**src/rtl/herloa_err_eval_pkg.sv**
```systemverilog
// rtl/herloa_err_eval_pkg.sv - shared states, LFSR taps and error-distance helper
// Purpose: common definitions for the HERLOA error-characterisation controller.
// Contents: FSM state encodings, 32-bit LFSR tap mask, abs_diff() helper.
package herloa_err_eval_pkg;

  // Operand width the helper function and tap mask are built for.
  localparam int DATA_W = 16;

  typedef logic [2:0] state_t;

  localparam state_t ST_IDLE   = 3'd0;
  localparam state_t ST_RUN    = 3'd1;
  localparam state_t ST_DRAIN1 = 3'd2;
  localparam state_t ST_DRAIN2 = 3'd3;
  localparam state_t ST_DONE   = 3'd4;

  // Fibonacci taps 32,22,2,1 -> bit positions 31,21,1,0.
  localparam logic [2*DATA_W-1:0] LFSR_TAPS = 32'h8020_0003;

  // Unsigned distance between two N-bit values.
  function automatic logic [DATA_W-1:0] abs_diff(input logic [DATA_W-1:0] x,
                                                 input logic [DATA_W-1:0] y);
    return (x >= y) ? (x - y) : (y - x);
  endfunction

endpackage

```
**src/rtl/herloa_err_eval_if.sv**
```systemverilog
// rtl/herloa_err_eval_if.sv - control, operand and result bundle of the evaluator
// Purpose: groups the start/busy/done control, external operand handshake and
// result outputs. master = requester (drives start/operands), slave = evaluator.
interface herloa_err_eval_if #(
  parameter int N  = 16,
  parameter int SW = 16
);
  logic            start;
  logic            mode;
  logic [SW-1:0]   num_samples;
  logic [2*N-1:0]  seed;
  logic            op_valid;
  logic            op_ready;
  logic [N-1:0]    op_a;
  logic [N-1:0]    op_b;
  logic            busy;
  logic            done;
  logic [SW-1:0]   sample_count;
  logic [SW-1:0]   err_count;
  logic [N+SW-1:0] sum_abs_err;
  logic [N-1:0]    max_abs_err;

  modport master (
    output start, mode, num_samples, seed, op_valid, op_a, op_b,
    input  op_ready, busy, done, sample_count, err_count, sum_abs_err, max_abs_err
  );

  modport slave (
    input  start, mode, num_samples, seed, op_valid, op_a, op_b,
    output op_ready, busy, done, sample_count, err_count, sum_abs_err, max_abs_err
  );
endinterface

```
**src/rtl/herloa_err_eval_herloa.sv**
```systemverilog
// rtl/herloa_err_eval_herloa.sv - HERLOA approximate adder (combinational)
// Purpose: N-bit adder whose lower K bits are OR-approximated with error reduction.
// Ports: i_a, i_b (N) operands; o_sum (N) approximate sum mod 2^N.
module herloa_err_eval_herloa #(
  parameter int N = 16,
  parameter int K = 9
) (
  input  logic [N-1:0] i_a,
  input  logic [N-1:0] i_b,
  output logic [N-1:0] o_sum
);
  logic         w_c;
  logic [K-1:0] w_low;
  logic [N-K-1:0] w_high;

  // Only the top lower-part bit pair generates a carry into the exact part.
  assign w_c = i_a[K-1] & i_b[K-1];
  // Top lower bit: XOR, corrected upward when the next pair would have carried.
  assign w_low[K-1] = (i_a[K-1] ^ i_b[K-1]) | (i_a[K-2] & i_b[K-2]);
  // When a carry is forwarded, saturate the remaining low bits to cut the error.
  assign w_low[K-2:0] = (i_a[K-2:0] | i_b[K-2:0]) | {(K-1){w_c}};
  assign w_high = i_a[N-1:K] + i_b[N-1:K] + {{(N-K-1){1'b0}}, w_c};

  assign o_sum = {w_high, w_low};
endmodule

```
**src/rtl/herloa_err_eval.sv**
```systemverilog
// rtl/herloa_err_eval.sv - self-timed HERLOA error-characterisation controller
// Purpose: issues LFSR or external operand pairs through a 3-stage pipeline
// (register, HERLOA vs exact ED, accumulate) and reports error statistics.
// Ports: clk, rst_n (async active-low); bus (slave) carries start/mode/
// num_samples/seed, op_valid/op_ready/op_a/op_b, busy/done and the results.
module herloa_err_eval
  import herloa_err_eval_pkg::*;
#(
  parameter int N  = 16,
  parameter int K  = 9,
  parameter int SW = 16
) (
  input logic clk,
  input logic rst_n,
  herloa_err_eval_if.slave bus
);
  state_t          r_state;
  logic            r_mode;
  logic [SW-1:0]   r_num;
  logic [SW-1:0]   r_issued;
  logic [2*N-1:0]  r_lfsr;
  logic            r_v1;
  logic [N-1:0]    r_a1;
  logic [N-1:0]    r_b1;
  logic            r_v2;
  logic [N-1:0]    r_ed2;
  logic [SW-1:0]   r_cnt;
  logic [SW-1:0]   r_err;
  logic [N+SW-1:0] r_sum;
  logic [N-1:0]    r_max;

  logic            w_run;
  logic            w_ready;
  logic            w_issue;
  logic            w_last;
  logic            w_start;
  logic [2*N-1:0]  w_seed;
  logic [2*N-1:0]  w_lfsr_next;
  logic [N-1:0]    w_opa;
  logic [N-1:0]    w_opb;
  logic [N-1:0]    w_approx;
  logic [N-1:0]    w_exact;

  assign w_run   = (r_state == ST_RUN);
  assign w_ready = w_run && r_mode && (r_issued < r_num);
  assign w_issue = w_run && (r_mode ? (bus.op_valid && w_ready) : 1'b1);
  assign w_last  = w_issue && (r_issued == r_num - 1'b1);
  assign w_start = (r_state == ST_IDLE) && bus.start;

  // An all-zero seed would lock the LFSR, so it is replaced by 1.
  assign w_seed      = (bus.seed == '0) ? {{(2*N-1){1'b0}}, 1'b1} : bus.seed;
  assign w_lfsr_next = {r_lfsr[2*N-2:0], ^(r_lfsr & LFSR_TAPS)};

  assign w_opa = r_mode ? bus.op_a : r_lfsr[2*N-1:N];
  assign w_opb = r_mode ? bus.op_b : r_lfsr[N-1:0];

  always_ff @(posedge clk or negedge rst_n) begin
    if (!rst_n) begin
      r_state  <= ST_IDLE;
      r_mode   <= 1'b0;
      r_num    <= '0;
      r_issued <= '0;
      r_lfsr   <= {{(2*N-1){1'b0}}, 1'b1};
    end else begin
      case (r_state)
        ST_IDLE: begin
          if (bus.start) begin
            r_mode   <= bus.mode;
            r_num    <= bus.num_samples;
            r_lfsr   <= w_seed;
            r_issued <= '0;
            r_state  <= (bus.num_samples == '0) ? ST_DONE : ST_RUN;
          end
        end
        ST_RUN: begin
          if (w_issue) begin
            r_issued <= r_issued + 1'b1;
            // The LFSR only advances when its word was consumed.
            if (!r_mode) r_lfsr <= w_lfsr_next;
            if (w_last) r_state <= ST_DRAIN1;
          end
        end
        ST_DRAIN1: r_state <= ST_DRAIN2;
        ST_DRAIN2: r_state <= ST_DONE;
        ST_DONE:   r_state <= ST_IDLE;
        default:   r_state <= ST_IDLE;
      endcase
    end
  end

  // Stage 1: capture the issued pair.
  always_ff @(posedge clk or negedge rst_n) begin
    if (!rst_n) begin
      r_v1 <= 1'b0;
      r_a1 <= '0;
      r_b1 <= '0;
    end else begin
      r_v1 <= w_issue;
      if (w_issue) begin
        r_a1 <= w_opa;
        r_b1 <= w_opb;
      end
    end
  end

  // Stage 2: approximate vs exact sum, register the error distance.
  herloa_err_eval_herloa #(.N(N), .K(K)) u_herloa (
    .i_a   (r_a1),
    .i_b   (r_b1),
    .o_sum (w_approx)
  );

  assign w_exact = r_a1 + r_b1;

  always_ff @(posedge clk or negedge rst_n) begin
    if (!rst_n) begin
      r_v2  <= 1'b0;
      r_ed2 <= '0;
    end else begin
      r_v2 <= r_v1;
      if (r_v1) r_ed2 <= abs_diff(w_exact, w_approx);
    end
  end

  // Stage 3: accumulators; cleared on an accepted start, held otherwise.
  always_ff @(posedge clk or negedge rst_n) begin
    if (!rst_n) begin
      r_cnt <= '0;
      r_err <= '0;
      r_sum <= '0;
      r_max <= '0;
    end else if (w_start) begin
      r_cnt <= '0;
      r_err <= '0;
      r_sum <= '0;
      r_max <= '0;
    end else if (r_v2) begin
      r_cnt <= r_cnt + 1'b1;
      r_err <= r_err + {{(SW-1){1'b0}}, |r_ed2};
      r_sum <= r_sum + {{SW{1'b0}}, r_ed2};
      if (r_ed2 > r_max) r_max <= r_ed2;
    end
  end

  assign bus.op_ready     = w_ready;
  assign bus.busy         = w_run || (r_state == ST_DRAIN1) || (r_state == ST_DRAIN2);
  assign bus.done         = (r_state == ST_DONE);
  assign bus.sample_count = r_cnt;
  assign bus.err_count    = r_err;
  assign bus.sum_abs_err  = r_sum;
  assign bus.max_abs_err  = r_max;
endmodule
```
**src/flat_wrapper.sv**
```systemverilog
// flat-port wrapper written by rule: the top's interface ports become plain ports
module herloa_err_eval_flat import herloa_err_eval_pkg::*;
#(
  parameter int N  = 16,
  parameter int K  = 9,
  parameter int SW = 16
)
  (clk, rst_n, bus_start, bus_mode, bus_num_samples, bus_seed, bus_op_valid, bus_op_a, bus_op_b, bus_op_ready, bus_busy, bus_done, bus_sample_count, bus_err_count, bus_sum_abs_err, bus_max_abs_err);
  herloa_err_eval_if #(.N(N), .SW(SW)) bus_i ();
  input logic clk;
  input logic rst_n;
  input wire logic [$bits(bus_i.start)-1:0] bus_start;
  input wire logic [$bits(bus_i.mode)-1:0] bus_mode;
  input wire logic [$bits(bus_i.num_samples)-1:0] bus_num_samples;
  input wire logic [$bits(bus_i.seed)-1:0] bus_seed;
  input wire logic [$bits(bus_i.op_valid)-1:0] bus_op_valid;
  input wire logic [$bits(bus_i.op_a)-1:0] bus_op_a;
  input wire logic [$bits(bus_i.op_b)-1:0] bus_op_b;
  output wire logic [$bits(bus_i.op_ready)-1:0] bus_op_ready;
  output wire logic [$bits(bus_i.busy)-1:0] bus_busy;
  output wire logic [$bits(bus_i.done)-1:0] bus_done;
  output wire logic [$bits(bus_i.sample_count)-1:0] bus_sample_count;
  output wire logic [$bits(bus_i.err_count)-1:0] bus_err_count;
  output wire logic [$bits(bus_i.sum_abs_err)-1:0] bus_sum_abs_err;
  output wire logic [$bits(bus_i.max_abs_err)-1:0] bus_max_abs_err;
  assign bus_i.start = bus_start;
  assign bus_i.mode = bus_mode;
  assign bus_i.num_samples = bus_num_samples;
  assign bus_i.seed = bus_seed;
  assign bus_i.op_valid = bus_op_valid;
  assign bus_i.op_a = bus_op_a;
  assign bus_i.op_b = bus_op_b;
  assign bus_op_ready = bus_i.op_ready;
  assign bus_busy = bus_i.busy;
  assign bus_done = bus_i.done;
  assign bus_sample_count = bus_i.sample_count;
  assign bus_err_count = bus_i.err_count;
  assign bus_sum_abs_err = bus_i.sum_abs_err;
  assign bus_max_abs_err = bus_i.max_abs_err;
  herloa_err_eval #(.N(N), .K(K), .SW(SW)) u_core (.clk(clk), .rst_n(rst_n), .bus(bus_i));
endmodule
```
**config.mk**
```make
export PLATFORM = sky130hd
export DESIGN_NAME = herloa_err_eval_flat
export DESIGN_NICKNAME = d
export VERILOG_FILES = /design/src/rtl/herloa_err_eval_pkg.sv /design/src/rtl/herloa_err_eval_if.sv /design/src/rtl/herloa_err_eval_herloa.sv /design/src/rtl/herloa_err_eval.sv /design/src/flat_wrapper.sv
export SDC_FILE = /design/constraint.sdc
export NUM_CORES = 1
export LEC_CHECK = 0
export CAP_MARGIN = 20
export CORE_MARGIN = 3
export CORE_UTILIZATION = 55
export DETAILED_ROUTE_END_ITERATION = 10
export PLACE_DENSITY = 0.77
export SLEW_MARGIN = 0
export SYNTH_ARGS = -nofsm -noshare
export SYNTH_HDL_FRONTEND = slang
export SYNTH_SLANG_ARGS = --single-unit
```
**constraint.sdc**
```tcl
create_clock -name clk -period 11.7 [get_ports clk]
set_clock_uncertainty 0.15 [all_clocks]
set_input_delay 1.755 -clock clk [delete_from_list [all_inputs] [get_ports clk]]
set_output_delay 1.755 -clock clk [all_outputs]
set_load 0.03 [all_outputs]
```
=== Word-level counts from Yosys, hierarchy flattened ===
Cells that the tools add are included.

* Flip-flop bits (word level): 198
* Input bits: 85
* Output and inout port bits: 83
* Logic and storage cells: 89

* Add/subtract/negate cells: 10
* Magnitude comparators: 3
* Equal/unequal tests: 9
* Multiplexer cells: 26
* Bitwise operators: 6
* Reductions and logical operators: 21

{| class="wikitable"
|+ Operator list
! kind !! count
|-
| two-way mux 16 bit || 12
|-
| two-way mux 32 bit || 6
|-
| one-hot mux 32 bit (2 select lines) || 1
|-
| adder 16 x 1 -> 16 bit, second input constant || 2
|-
| adder 32 x 16 -> 32 bit || 1
|-
| logical NOT 32 bit || 1
|-
| one-hot mux 16 bit (2 select lines) || 1
|-
| parity 32 bit || 1
|-
| subtractor 16 bit || 2
|-
| adder 16 x 1 -> 16 bit || 1
|-
| adder 16 bit || 1
|-
| == test 16 bit || 1
|-
| greater-or-equal comparator 16 bit || 1
|-
| > comparator 16 bit || 1
|-
| logical NOT 16 bit || 1
|-
| < comparator 16 bit || 1
|-
| bitwise OR 8 bit || 2
|-
| OR reduction 16 bit || 1
|-
| subtractor 16 x 1 -> 16 bit, second input constant || 1
|-
| two-way mux 3 bit || 4
|-
| one-hot mux 3 bit (4 select lines) || 1
|-
| != test 2 bit, second input constant || 4
|-
| adder 7 x 1 -> 7 bit || 1
|-
| adder 7 bit || 1
|-
| other kinds (14) || 26
|}

=== Depth between registers and ports, before layout ===
* Depth in word-level cells: 10
* Mapped depth: 21
* Mapped depth without buffers: 19

=== Modules after synthesis ===
A second synthesis with hierarchy kept.

* Cell total of the unflattened synthesis: 1484
* Area, all modules: 13544.2 µm²

{| class="wikitable"
|+ Modules (own cells, without submodules)
! module !! times used !! cells each !! area an instance (µm²) !! seq. area each (µm²)
|-
| herloa_err_eval || 1 || 1433 || 13161.4 || 4956.0
|-
| herloa_err_eval_herloa || 1 || 51 || 382.9 || 0.0
|}

=== Worst setup path before layout ===
Ideal clock, no wire load.

* Kind: register to register
* Start point: register u_core.r_b1[0]
* End point: register u_core.r_ed2[5]
* Data arrival time: 4703 ps
* Path slack: 6720 ps
* Cell stages (with the launch flop): 21
* Clock period less this slack: 4980 ps
* Path through: dfrtp_1 > ha_1 > fa_1 > a21o_1 > a21oi_1 > o21bai_1 > a21oi_1 > o21bai_1 > a21oi_1 > o21ai_0 > xnor2_1 > ha_1 > clkbuf_1 > nand2_1 > nor2_1 > a21oi_1 > a32o_1 > a21oi_2 > mux2_2 > a31o_2 > a311o_1

* Cells in the longest elaborated chain, start to end: 4
* Elaborated cells on any way between the ends: 7
* Classes of those cells: add/sub: 3; order compare: 1; mux: 1; bitwise: 2

{| class="wikitable"
|+ Ends and longest elaborated chain
! what !! line !! RTL
|-
| start, declared || herloa_err_eval.sv:24 || <nowiki>logic [N-1:0] r_b1;</nowiki>
|-
| start signal, assigned || herloa_err_eval.sv:101 || <nowiki>r_b1 <= w_opb;</nowiki>
|-
| parallel branches: the longest is 3 deep, another holds adder 16 bit || -- ||
|-
| two-way mux 16 bit * || herloa_err_eval_pkg.sv:23 || <nowiki>return (x >= y) ? (x - y) : (y - x);</nowiki>
|-
| end signal, assigned || herloa_err_eval.sv:121 || <nowiki>if (r_v1) r_ed2 <= abs_diff(w_exact, w_approx);</nowiki>
|-
| end, declared || herloa_err_eval.sv:26 || <nowiki>logic [N-1:0] r_ed2;</nowiki>
|}

Every way passes the cells marked *.
A chain may end at the register's enable or synchronous reset.

=== Worst setup path in the final report ===
Same ends and word-level chain as after synthesis.

==> out/metrics.yaml <==
status: "finished, final reports clean"
arrival_ps: 5600
grt_pass1_wl_mm: 55.6
grt_pass1_vias: 11215
slew_violations: 0
utilization: 0.674
first_pass_iters: 5
dp_hpwl_mm: 24.7
ys_seq_area_frac: 0.364
antenna_cells: 0
postCtsHoldBufs: 0
cts_tree: "done"
period_share: 0.465
grt_max_degree: 122
num_vias: 11682
die_w_um: 163
cts_sinks: 198
root_buffer: "clkbuf_16"
post_cts_buffers: 0
maxCapViolCount: 0
ctsResizeCount: 0
drt-initial-drc-count: 1028
drc: 0
nets: 1883
synth_edf_count: 0
numPortBuffers: 167
fin_ws_ps: 6260
timing.fmax_mhz: 184
cp.required_ps: 11860
drive_above_1_share: 0.0425
hold_violations: 0
setup_viol: 0
synth_fp_nets: 1750
fillCellCount: 1944
grt.total_usage: 0.252
drt_wl_total_mm: 33.1
cp-start-kind: "register"
avgSynthCellArea_um2: 8.77
synth-main-ff-cell: "dfrtp_1"
netlist-cell-type-count: 73
area_growth_pct: 18.4
dieArea_um2: 26700
max_slew_margin: 0.262
vias_per_cell: 5.80
clk_path_buf_depth: 2
rsz0062_at_grt: "no"
critPathKind: "register to register"
clk-insertion-delay-late_ps: 440
ctsHtreeMaxLevel: 4
tightest_slew_ps: 1100
ant_nets: 0
synth_warnings: 0
wl_per_cell_um: 16.4
fp.dieH_um: 163
min_period_ps: 5440
hp-class: "register to register"
ys_ff_latch: 198
start_util: 0.569
overflow: 0
dpl_worst_slack_ps: 6270
syn_area_um2: 13600
crit_path_end_kind: "register"
io_pins: 168
gp_congestion: 0.922
tns_ps: 0
antenna_found_initial: 0
core_area_um2: 23900
cp_max_fo: 8
postSynthCellCount: 1551
clk_pin_slew_ps: 70
ys_async_sr_fraction: 1.00
cts_made_buffers: 17
rows: 56
worst paths after layout:
| check | from | end | slack, ps | depth (start not counted) |
|---|---|---|---|---|
| min reg2reg | u_core.r_lfsr[17]$_DFFE_PN0P_ | u_core.r_lfsr[17]$_DFFE_PN0P_ | 360 | 2 |
| min | u_core.r_lfsr[17]$_DFFE_PN0P_ | u_core.r_lfsr[17]$_DFFE_PN0P_ | 360 | 2 |
| max reg2reg | u_core.r_b1[0]$_DFFE_PN0P_ | u_core.r_ed2[5]$_DFFE_PN0P_ | 6260 | 19 |
| max | u_core.r_b1[0]$_DFFE_PN0P_ | u_core.r_ed2[5]$_DFFE_PN0P_ | 6260 | 19 |
| max in group asynchronous | rst_n | u_core.r_mode$_DFFE_PN0P_ | 8460 | 2 |
| min in group asynchronous | rst_n | u_core.bus.err_count[5]$_DFFE_PN0P_ | 1300 | 1 |
flip-flops by register name, indices dropped and copies added (netlist names), 3 cells and up:
name,count
u_core.bus.sum_abs_err,32
u_core.r_issued,16
u_core.bus.sample_count,16
u_core.r_num,16
u_core.r_a1,16
u_core.bus.max_abs_err,16
u_core.r_b1,16
u_core.r_ed2,16
u_core.r_lfsr,32
u_core.bus.err_count,16
u_core.r_state,3
final cells by class:
type / count / area, µm² / share of cell area
Clock buffer: 18 / 439 / 0.0273
Clock inverter: 13 / 135 / 0.00839
Inverter: 108 / 405 / 0.0252
Multi-Input combinational cell: 1181 / 8000 / 0.497
Sequential cell: 198 / 4960 / 0.308
Tap cell: 319 / 399 / 0.0248
Timing Repair Buffer: 178 / 1770 / 0.110
synth_stat cells (16+ instances only):
master	n	area (µm²)
nand4_1	33	206
or3_1	22	138
mux2i_1	91	911
nand2_1	138	518
nor3_1	25	125
nor4_1	26	163
dfrtp_1	197	4930
nor2_1	141	529
a21o_1	25	188
a21oi_1	133	666
xor2_1	40	350
xnor2_1	56	490
inv_1	107	402
nand3_1	42	210
o21ai_0	118	591
clkbuf_1	48	180
and3_1	16	100
ha_1	108	1350
cells by family after synthesis:
group	share of synthesized area
buffers and inverters	0.0495
AOI/OAI and AO/OA	0.168
DFF	0.364
adders and majority gates	0.108
muxes	0.0728
xor gates and xnor gates	0.0618
and+or+nand+nor	0.176
per-layer routing:
metal  wire [µm]  up-vias  global-route usage
met3        1590       49              0.0322
met1       15700     5559               0.359
met5           0        -                   0
met2       15300      319               0.407
met4         555        0              0.0681
li1            -     5755                   -
layout by cell type, fill, tap and decap left out, types with 14 or more instances in the layout:
cell type / count
clkbuf_16: 17
nand2_1: 138
and3_1: 16
dfrtp_1: 196
inv_1: 107
o21ai_0: 118
or3_1: 22
mux2i_1: 91
nand3_1: 42
nor4_1: 26
a21oi_1: 132
xor2_1: 40
o21a_1: 14
nor2_1: 140
nand4_1: 33
nor3_1: 25
xnor2_1: 56
a21o_1: 25
ha_1: 108
clkdlybuf4s50_1: 166
critical path: stages, from the launching register on:
cell and delay, ps:
dfrtp_1 390, ha_1 230, fa_1 400, a21o_1 190, a21oi_1 240, o21bai_1 90
a21oi_1 220, o21bai_1 90, a21oi_1 380, o21ai_0 230, xnor2_1 170, ha_1 450
nand2_1 110, nor2_1 180, a21oi_1 110, a32o_1 300, a21oi_2 450, mux2_2 410
a31o_2 240, a311o_1 270
per-stage QoR:
stage,hold WS [ps],instance area [µm²],instances
floorplan,202,13600,1551
global placement,336,15500,1983
detailed placement,347,15500,1984
CTS,364,16100,2015
global route,386,16100,2015
finish,365,16100,2015
Power is not shown: default switching activity piles up to over one toggle a cycle in this logic, so the estimate is an artifact.
